[config.mk]
export PLATFORM = sky130hd
export DESIGN_NAME = tm1637_display_ctrl
export DESIGN_NICKNAME = d
export VERILOG_FILES = /design/src/rtl/tm1637_display_ctrl.sv
export SDC_FILE = /design/constraint.sdc
export NUM_CORES = 1
export LEC_CHECK = 0
export CAP_MARGIN = 40
export CELL_PAD_IN_SITES_DETAIL_PLACEMENT = 1
export CELL_PAD_IN_SITES_GLOBAL_PLACEMENT = 1
export CORE_AREA = 2 2 115 117
export DETAILED_ROUTE_END_ITERATION = 10
export DIE_AREA = 0 0 117 119
export HOLD_SLACK_MARGIN = 0.02
export PLACE_DENSITY_LB_ADDON = 0.15
export SYNTH_ARGS = -nofsm -noshare
export SYNTH_HDL_FRONTEND = slang
export SYNTH_SLANG_ARGS = --single-unit
[constraint.sdc]
create_clock -name clk -period 3.8 [get_ports clk]
set_input_delay 0.76 -clock clk [delete_from_list [all_inputs] [get_ports clk]]
set_output_delay 0.76 -clock clk [all_outputs]
set_load 0.01 [all_outputs]
[src/rtl/tm1637_display_ctrl.sv]
// rtl/tm1637_display_ctrl.sv - TM1637 refresh sequencer feeding a byte writer
// Streams the 7-byte command/data refresh per update with a request-pending rerun.
module tm1637_display_ctrl (
  input  logic        clk,
  input  logic        rst,
  input  logic        update,
  input  logic [15:0] digits,
  input  logic [3:0]  dots,
  input  logic [2:0]  brightness,
  input  logic        display_on,
  input  logic        writer_busy,
  output logic        data_latch,
  output logic [7:0]  data_out,
  output logic        data_stop_bit,
  output logic        busy,
  output logic        done
);

  typedef enum logic [1:0] {S_IDLE, S_SEND, S_GAP, S_WAIT} state_t;

  state_t      state;
  logic [2:0]  index;
  logic [15:0] snap_digits, pend_digits;
  logic [3:0]  snap_dots, pend_dots;
  logic [2:0]  snap_brightness, pend_brightness;
  logic        snap_on, pend_on;
  logic        pending;

  logic [7:0]  next_byte;
  logic        next_stop;

  function automatic logic [6:0] seg(input logic [3:0] n);
    case (n)
      4'h0: seg = 7'h3F;
      4'h1: seg = 7'h06;
      4'h2: seg = 7'h5B;
      4'h3: seg = 7'h4F;
      4'h4: seg = 7'h66;
      4'h5: seg = 7'h6D;
      4'h6: seg = 7'h7D;
      4'h7: seg = 7'h07;
      4'h8: seg = 7'h7F;
      4'h9: seg = 7'h6F;
      4'hA: seg = 7'h77;
      4'hB: seg = 7'h7C;
      4'hC: seg = 7'h39;
      4'hD: seg = 7'h5E;
      4'hE: seg = 7'h79;
      default: seg = 7'h71;
    endcase
  endfunction

  always_comb begin
    next_byte = 8'h00;
    next_stop = 1'b0;
    case (index)
      3'd0: begin next_byte = 8'h40; next_stop = 1'b1; end
      3'd1: next_byte = 8'hC0;
      3'd2: next_byte = {snap_dots[3], seg(snap_digits[15:12])};
      3'd3: next_byte = {snap_dots[2], seg(snap_digits[11:8])};
      3'd4: next_byte = {snap_dots[1], seg(snap_digits[7:4])};
      3'd5: begin next_byte = {snap_dots[0], seg(snap_digits[3:0])}; next_stop = 1'b1; end
      3'd6: begin next_byte = {4'b1000, snap_on, snap_brightness}; next_stop = 1'b1; end
      default: next_byte = 8'h00;
    endcase
  end

  always_ff @(posedge clk) begin
    if (!rst) begin
      state           <= S_IDLE;
      index           <= 3'd0;
      pending         <= 1'b0;
      snap_digits     <= 16'h0000;
      snap_dots       <= 4'h0;
      snap_brightness <= 3'd0;
      snap_on         <= 1'b0;
      pend_digits     <= 16'h0000;
      pend_dots       <= 4'h0;
      pend_brightness <= 3'd0;
      pend_on         <= 1'b0;
      data_latch      <= 1'b0;
      data_out        <= 8'h00;
      data_stop_bit   <= 1'b0;
      busy            <= 1'b0;
      done            <= 1'b0;
    end else begin
      data_latch <= 1'b0;
      done       <= 1'b0;
      // Requests arriving mid-sequence collapse into one rerun; the latest wins.
      if (update && state != S_IDLE) begin
        pending         <= 1'b1;
        pend_digits     <= digits;
        pend_dots       <= dots;
        pend_brightness <= brightness;
        pend_on         <= display_on;
      end
      case (state)
        S_IDLE: begin
          if (update) begin
            snap_digits     <= digits;
            snap_dots       <= dots;
            snap_brightness <= brightness;
            snap_on         <= display_on;
            busy            <= 1'b1;
            index           <= 3'd0;
            state           <= S_SEND;
          end
        end
        S_SEND: begin
          data_out      <= next_byte;
          data_stop_bit <= next_stop;
          data_latch    <= 1'b1;
          state         <= S_GAP;
        end
        S_GAP: state <= S_WAIT;
        S_WAIT: begin
          if (!writer_busy) begin
            if (index != 3'd6) begin
              index <= index + 3'd1;
              state <= S_SEND;
            end else begin
              done <= 1'b1;
              if (update) begin
                snap_digits     <= digits;
                snap_dots       <= dots;
                snap_brightness <= brightness;
                snap_on         <= display_on;
                pending         <= 1'b0;
                index           <= 3'd0;
                state           <= S_SEND;
              end else if (pending) begin
                snap_digits     <= pend_digits;
                snap_dots       <= pend_dots;
                snap_brightness <= pend_brightness;
                snap_on         <= pend_on;
                pending         <= 1'b0;
                index           <= 3'd0;
                state           <= S_SEND;
              end else begin
                busy  <= 1'b0;
                state <= S_IDLE;
              end
            end
          end
        end
        default: state <= S_IDLE;
      endcase
    end
  end

endmodule

# --- Yosys cells after proc, flatten, opt, wreduce, memory -nomap -nowiden ---
# Memories as Yosys holds them, arrays and structs flattened. A register that Yosys moved wholly into a read port is not among the register bits.
# Index checks and enable logic that the tools add are counted.
totals:
  reg_bits: 66
  romBits: 448
  inputBits: 28
  output_inout_bits: 12
  elab_cells: 111
  memories: 4
classes:
  add_sub_neg: 1
  eq_ne: 17
  mux: 60
  bitwise: 2
  reduce_logical: 11
mem_list:
  columns: ["name", "depth", "word_bits", "rd", "rd_ports_with_merged_regs", "wr", "line_no", "text"]
  rows:
  - ["(no name shown)", 16, 7, 1, 1, 0, "33", "case (n)"]
  - ["(no name shown)", 16, 7, 1, 1, 0, "33", null]
  - ["(no name shown)", 16, 7, 1, 1, 0, "33", null]
  - ["(no name shown)", 16, 7, 1, 1, 0, "33", null]
ops:
  columns: ["op", "n"]
  rows:
  - ["16-bit 2-to-1 mux", 5]
  - ["8-bit case mux with 7 select lines", 1]
  - ["4-bit 2-to-1 mux", 13]
  - ["16-bit case mux with 2 select lines", 1]
  - ["3-bit 2-to-1 mux", 10]
  - ["1-bit 2-to-1 mux", 22]
  - ["3-bit case mux with 2 select lines", 2]
  - ["2-bit != test, second input constant", 5]
  - ["3-bit == test, second input constant", 3]
  - ["2-bit case mux with 4 select lines", 1]
  - ["4-bit case mux with 2 select lines", 1]
  - ["3-bit by 2-bit == test with 1-bit output, second input constant", 2]
  - ["3-bit != test, second input constant", 2]
  - ["6-bit AND reduction", 1]
  - ["3-bit OR reduction", 2]
  - ["5-bit AND reduction", 1]
  - ["2-bit == test, second input constant", 2]
  - ["2-bit 2-to-1 mux", 2]
  - ["4-bit != test, second input constant", 1]
  - ["1-bit case mux with 2 select lines", 2]
  - ["4-bit AND reduction", 1]
  - ["2-bit nonzero test", 2]
  - ["3-bit by 1-bit adder with 3-bit output, second input constant", 1]
  - ["3-bit by 1-bit == test with 1-bit output, second input constant", 1]
  - ["other kinds (6)", 7]

# --- Logic depth before layout (Yosys ltp) ---
# Gate-level depths: netlist of run 1.
depth:
  word_depth: 8
  mapped_depth: 13
  mapped_depth_nobuf: 12

# --- Least setup slack after synthesis of run 1 ---
# No wires, ideal clock.
synth_timing:
  path_kind: "input to register"
  startpoint: "input port update"
  endpoint: "register with a tool-made name"
  setup_ns: 0.079
  arrival_time_ns: 2.950
  required_time_ns: 3.721
  slack_ns: 0.771
  path_stages: 10
  path_buffers: 3
  cell_sequence: "nand2b_1 buf_2 buf_4 buf_2 mux2_2 o211ai_1 inv_1 ha_1 mux2_1 a22oi_1"
synth_rtl:
  columns: ["item", "line_no", "text"]
  rows:
  - ["start: declaration", "6", "input logic update,"]

==> impl_results.md, run 1 <==
- Clk_skew: 0.00683 ns
- Clock slew at the register clock pins of the worst setup and hold paths: 0.06 ns
- Core area: 0.0129 mm²
- Minimum clock period: 3.14 ns
- Synthesized instance count: 529
- First-pass GRT wire length: 20.0 mm
- Post-cts sizing count: 0
- Seq/Total Area, Yosys: 0.377
- Fmax: 319 MHz
- Worst r2r src: index[0]
- Initial DRC count: 143
- DR vias: 3770
- Slack of the worst reg-to-reg path: 0.67 ns
- Most frequent cells in the layout: 94 x dfxtp_1, 80 x nand2_1, 38 x clkdlybuf4s50_1, 33 x inv_1, 33 x mux2i_1
- DRC: 0
- Crit-path max FO: 34
- Power Density: 681 mW/mm²
- Syn Nets: 589
- Die W: 117 µm
- Dpl ws: 0.350 ns
- CTS tree: built
- Worst hold start: pend_digits[8]
- Max Slew Vio Count: 0
- Pleak: 2.55 nW
- Hold Buf Count CTS: 0
- Fin Setup TNS: 0 ns
- TritonCTS Buffers: 9
- Hold depth: 2
- Worst Setup Path Type: in2reg
- H-tree depth: 3
- Worst path required time: 4.01 ns
- Syn_area_per_cell: 9.43 µm²
- Antenna diodes: 0
- Asr flop ratio synth: 0
- Root buffer cell: clkbuf_16
- PortBufs: 39
- Tcrit/Tclk final: 0.826
- Hold endpoint: pend_digits[8]
- # setup viols final: 0
- Mapped Area: 0.00499 mm²
- Clock sink total: 94
- Max_slew headroom: 0.550
- Final cell count without fillers: 734
- Worst Hold Class: reg2reg
- Post-CTS Setup Bufs: 0
- Proportion of layout cells with a drive suffix above 1: 0.106
- Worst-Skew Late Latency: 0.35 ns
- Crit path DAT: 3.35 ns
- WL/cell: 16.3 µm
- WHS: 0.463 ns
- Distinct cells, synth: 44
- Number of flops mapped to enable cells by yosys: 0
- Die Ht: 119 µm
- Worst path setup slack after routing: 0.662 ns
- Commonest non-fill, non-tap cell in the layout: dfxtp_1
- Final nets: 615
- Deepest clock path buffer count: 2
- Yosys warning total: 0
- Outcome: finished, final reports clean
- Max cap viols: 0
- CP endpoint kind: flop
- Initial antenna violation count: 0
- RSZ-0062 raised after global routing: false
- Synthesized flop and latch total: 94
- Overall Global Routing Usage: 0.185
- RePlAce Congestion: 0.860
- CP startpoint kind: input port
- DP HPWL: 9.07 mm
- Final Power: 3.92 mW
- Top FF cell, synth: dfxtp_1
- Area Overhead vs Synth: 15.3%
- Final Hold Fails: 0
- Drt via density: 5.14
- Routed WL: 12.0 mm
- Ports: 40
- Largest net degree at the start of global routing: 35
- Vias in the first global route: 4009
- Register-to-Register Path Depth: 8
- Slew of the pin with the lowest slew margin: 0.673 ns
- Pre-Repair DR Iteration Count: 4
- Global route overflow: 0
- Max IR drop VDD: 0.287 mV
- Antenna viol nets, final: 0
- Starting density of the core: 0.388
- DIE AREA: 0.0139 mm²
- Rows: 42
- Cell count after placement: 720
==> Yosys cell counts, types with 2 or more instances <==
cell type / count / share of area
a21oi_1: 14 / 0.014
o221a_4: 4 / 0.016
mux2i_1: 33 / 0.066
mux2_1: 8 / 0.018
nor3_1: 6 / 0.0060
o211a_1: 13 / 0.026
dfxtp_1: 94 / 0.38
and2_1: 7 / 0.0088
o22ai_1: 6 / 0.0075
o31ai_1: 2 / 0.0030
nand2b_1: 7 / 0.0088
mux2_2: 13 / 0.029
a221oi_1: 9 / 0.016
o21a_1: 5 / 0.0075
o221ai_2: 2 / 0.0060
a22oi_1: 13 / 0.020
o21ai_1: 10 / 0.010
buf_2: 8 / 0.0080
nand2_1: 80 / 0.060
or3_1: 2 / 0.0025
nor2_1: 14 / 0.011
buf_6: 7 / 0.016
o221a_2: 6 / 0.014
o21ai_0: 6 / 0.0060
nor2b_1: 12 / 0.015
clkbuf_1: 20 / 0.015
o211ai_1: 8 / 0.012
inv_1: 33 / 0.025
a2bb2oi_1: 4 / 0.0070
ha_1: 32 / 0.080
nor3b_1: 4 / 0.0060
mux2_4: 4 / 0.012
a21boi_0: 28 / 0.042
xnor2_1: 4 / 0.0070
o221ai_1: 2 / 0.0035
==> routing by layer <==
| layer | wire (µm) | global-route usage |
|---|---|---|
| met1 | 5660 | 0.235 |
| met4 | 266 | 0.0750 |
| met5 | 0 | 0 |
| met3 | 244 | 0.0290 |
| met2 | 5820 | 0.311 |
==> worst max-delay path, stage by stage <==
cell and delay [ns]:
clkdlybuf4s50_1 0.49, nor2b_4 0.16, and3_1 0.41, o21a_4 0.45, o221ai_2 0.21, inv_1 0.17, ha_1 0.20, inv_1 0.07
nor3b_1 0.32, a21oi_1 0.09
==> how the worst max path moves through the flow <==
stage | from | end | slack, ns | depth (start not counted)
after CTS | index[0] | flop | 0.66 | 8
after global placement | update | flop | 0.42 | 10
after detailed placement | writer_busy | flop | 0.35 | 10
after global routing | index[0] | flop | 0.41 | 8
final | writer_busy | flop | 0.66 | 10
after floorplan | update | flop | 0.77 | 10
==> cells by family (layout without fill, tap and decap cells) <==
kind of cell	count (synthesis)	after routing	synth area share
simple gates	137	137	0.129
xor+xnor	4	4	0.00702
fa+ha+maj	32	32	0.0802
buf+inv	70	99	0.0659
mux	58	58	0.126
flops	94	94	0.377
compound gates	134	134	0.215
==> power by group <==
group	leakage (nW)	switching (mW)	internal, mW
sequential	0.774	0.142	1.29
combinational	1.65	0.934	0.731
clock	0.128	0.367	0.452
total	2.55	1.44	2.48
==> layout make-up <==
cell class	instances	area, µm²
clock buffers	12	246
flip-flops and latches	94	1880
fillers	1488	7120
multi-input cells	365	2780
inverters	33	124
clock inverters	2	10.0
repair buffers	52	490
well taps	176	220
==> metrics by stage <==
step / area, µm² / utilization
2_1_floorplan: 4990 / -
3_3_place_gp: 5480 / 0.426
3_5_place_dp: 5500 / 0.427
4_1_cts: 5750 / 0.447
5_1_grt: 5750 / 0.447
6_report: 5750 / 0.447
Power figures use the tool's default switching activity.
==> inputs of run 2 (changes only) <==
==> constraint.sdc (replaced) <==
create_clock -name clk -period 3.05 [get_ports clk]
set_input_delay 0.61 -clock clk [delete_from_list [all_inputs] [get_ports clk]]
set_output_delay 0.61 -clock clk [all_outputs]
set_load 0.01 [all_outputs]
==> impl_results.md, run 2 (synthesis gave the netlist of run 1 again) <==
- Most frequent CP cell: buf_4 (was inv_1)
- Antenna viol nets, final: 0 (unchanged)
- First-pass GRT wire length: 21.3 mm (was 20.0 mm)
- Root buffer cell: clkbuf_16 (unchanged)
- Routed WL: 12.9 mm (was 12.0 mm)
- Clk_skew: 0.00913 ns (was 0.00683 ns)
- Final Hold Fails: 0 (unchanged)
- Clock sink total: 94 (unchanged)
- Dpl ws: -0.0894 ns (was 0.350 ns)
- Worst Hold Class: reg2reg (unchanged)
- Max incr delay on CP: 0.42 ns (was 0.49 ns)
- H-tree depth: 3 (unchanged)
- DP HPWL: 9.52 mm (was 9.07 mm)
- WHS: 0.464 ns (was 0.463 ns)
- Die Ht: 119 µm (unchanged)
- DIE AREA: 0.0139 mm² (unchanged)
- RePlAce Congestion: 0.839 (was 0.860)
- Max Slew Vio Count: 0 (unchanged)
- Rows: 42 (unchanged)
- CP Cell Sequence: ha_2, nor2b_4, o21a_1, o21ai_1, buf_4, nand2b_1, o211ai_1, buf_4, ha_1, mux2_1, a21oi_1 (was clkdlybuf4s50_1, nor2b_4, and3_1, o21a_4, o221ai_2, inv_1, ha_1, inv_1, nor3b_1, a21oi_1)
- Worst Setup Path Type: reg2reg (was in2reg)
- PortBufs: 39 (unchanged)
- Max cap viols: 0 (unchanged)
- Final cell count without fillers: 752 (was 734)
- Drt via density: 5.09 (was 5.14)
- # setup viols final: 0 (unchanged)
- Antenna diodes: 0 (unchanged)
- Clock slew at the register clock pins of the worst setup and hold paths: 0.06 ns (about the same)
- Hold Buf Count CTS: 0 (unchanged)
- Area Overhead vs Synth: 19.6% (was 15.3%)
- Crit-path max FO: 9 (was 34)
- Final nets: 632 (was 615)
- Vias in the first global route: 4051 (was 4009)
- Core area: 0.0129 mm² (unchanged)
- Die W: 117 µm (unchanged)
- DR vias: 3829 (was 3770)
- Max stage delay cell, worst path: dfxtp_1 (was clkdlybuf4s50_1)
- TritonCTS Buffers: 9 (unchanged)
- Max_slew headroom: 0.593 (was 0.550)
- CP startpoint kind: flop (was input port)
- Deepest clock path buffer count: 2 (unchanged)
- Global route overflow: 0 (unchanged)
- Starting density of the core: 0.388 (unchanged)
- Post-CTS Setup Bufs: 0 (unchanged)
- Initial DRC count: 149 (was 143)
- Max IR drop VDD: 0.390 mV (was 0.287 mV)
- Fmax: 352 MHz
- Slew of the pin with the lowest slew margin: 0.610 ns (was 0.673 ns)
- Post-cts sizing count: 0 (unchanged)
- Worst-Skew Late Latency: 0.35 ns (about the same)
- Most frequent cells in the layout: 94 x dfxtp_1, 80 x nand2_1, 38 x clkdlybuf4s50_1, 33 x inv_1, 33 x mux2i_1 (unchanged)
- CP endpoint kind: flop (unchanged)
- Initial antenna violation count: 0 (unchanged)
- Commonest non-fill, non-tap cell in the layout: dfxtp_1 (unchanged)
- Overall Global Routing Usage: 0.200 (was 0.185)
- WL/cell: 17.1 µm (was 16.3 µm)
- Worst path required time: 3.31 ns (was 4.01 ns)
- Pleak: 2.68 nW (was 2.55 nW)
- Pre-Repair DR Iteration Count: 4 (unchanged)
- Largest net degree at the start of global routing: 33 (was 35)
- Ports: 40 (unchanged)
- Final Power: 5.24 mW (was 3.92 mW)
- Crit-path leading delay family: compound AO/OA/AOI/OAI gates (was simple AND/OR/NAND/NOR gates)
- Power Density: 878 mW/mm² (was 681 mW/mm²)
- Minimum clock period: 2.84 ns
- Worst path setup slack after routing: 0.209 ns (was 0.662 ns)
- Tcrit/Tclk final: 0.932
- Proportion of layout cells with a drive suffix above 1: 0.139 (was 0.106)
- # fillers: 1467 (was 1488)
- Crit path DAT: 3.11 ns (was 3.35 ns)
- Cell count after placement: 737 (was 720)
- CTS tree: built (unchanged)
- Worst path bufs/invs: 2 (was 3)
- DRC: 0 (unchanged)
- Outcome: finished, final reports clean (unchanged)
- RSZ-0062 raised after global routing: false (unchanged)
[run 2: cell types whose count changed in the layout (fill, tap and decap cells not counted), sizes merged]
| cell | previous run | this run |
|---|---|---|
| buf | 14 | 31 |
| clkbuf | 12 | 11 |
| bufinv | 0 | 2 |
[run 2: layout make-up]
cell class / instances / area (µm²) / area share
Multi-Input combinational cell: 365 / 2780 / 0.466
Sequential cell: 94 / 1880 / 0.315
Timing Repair Buffer: 69 / 636 / 0.107
Clock buffer: 11 / 253 / 0.0424
Tap cell: 176 / 220 / 0.0369
Inverter: 33 / 124 / 0.0208
Clock inverter: 4 / 70.1 / 0.0117
[run 2: worst paths after layout]
check,end,slack [ns],cells after the start,from
worst min register to register,pend_digits[9],0.46,2,pend_digits[9]
worst min-delay path,pend_digits[9],0.46,2,pend_digits[9]
worst max-delay path,flop,0.21,11,state[0]
worst max register to register,flop,0.21,11,state[0]
[run 2: routing by layer]
metal	track usage	part of all wire
met1	0.257	0.47
met2	0.337	0.49
met3	0.0295	0.019
met4	0.0721	0.018
met5	0	0
[run 2: power breakdown]
part,leakage [nW],internal (mW),switching [mW]
clock,0.161,0.756,0.479
combinational,1.74,0.997,1.21
sequential,0.774,1.61,0.188
total,2.68,3.36,1.88
[run 2: through the flow]
stage          TNS, ns   util  cell area [µm²]
3_5_place_dp    -0.228  0.438             5640
5_1_grt              0  0.463             5970
2_1_floorplan        0      -             4990
4_1_cts              0  0.463             5960
3_3_place_gp   -0.0114  0.438             5640
6_report             0  0.463             5970
[run 2: worst reg2reg max path: stages, from the launching register on]
cell      delay (ns)
dfxtp_1         0.42
ha_2            0.32
nor2b_4         0.20
o21a_1          0.33
o21ai_1         0.12
buf_4           0.18
nand2b_1        0.07
o211ai_1        0.12
buf_4           0.23
ha_1            0.25
mux2_1          0.32
a21oi_1         0.20
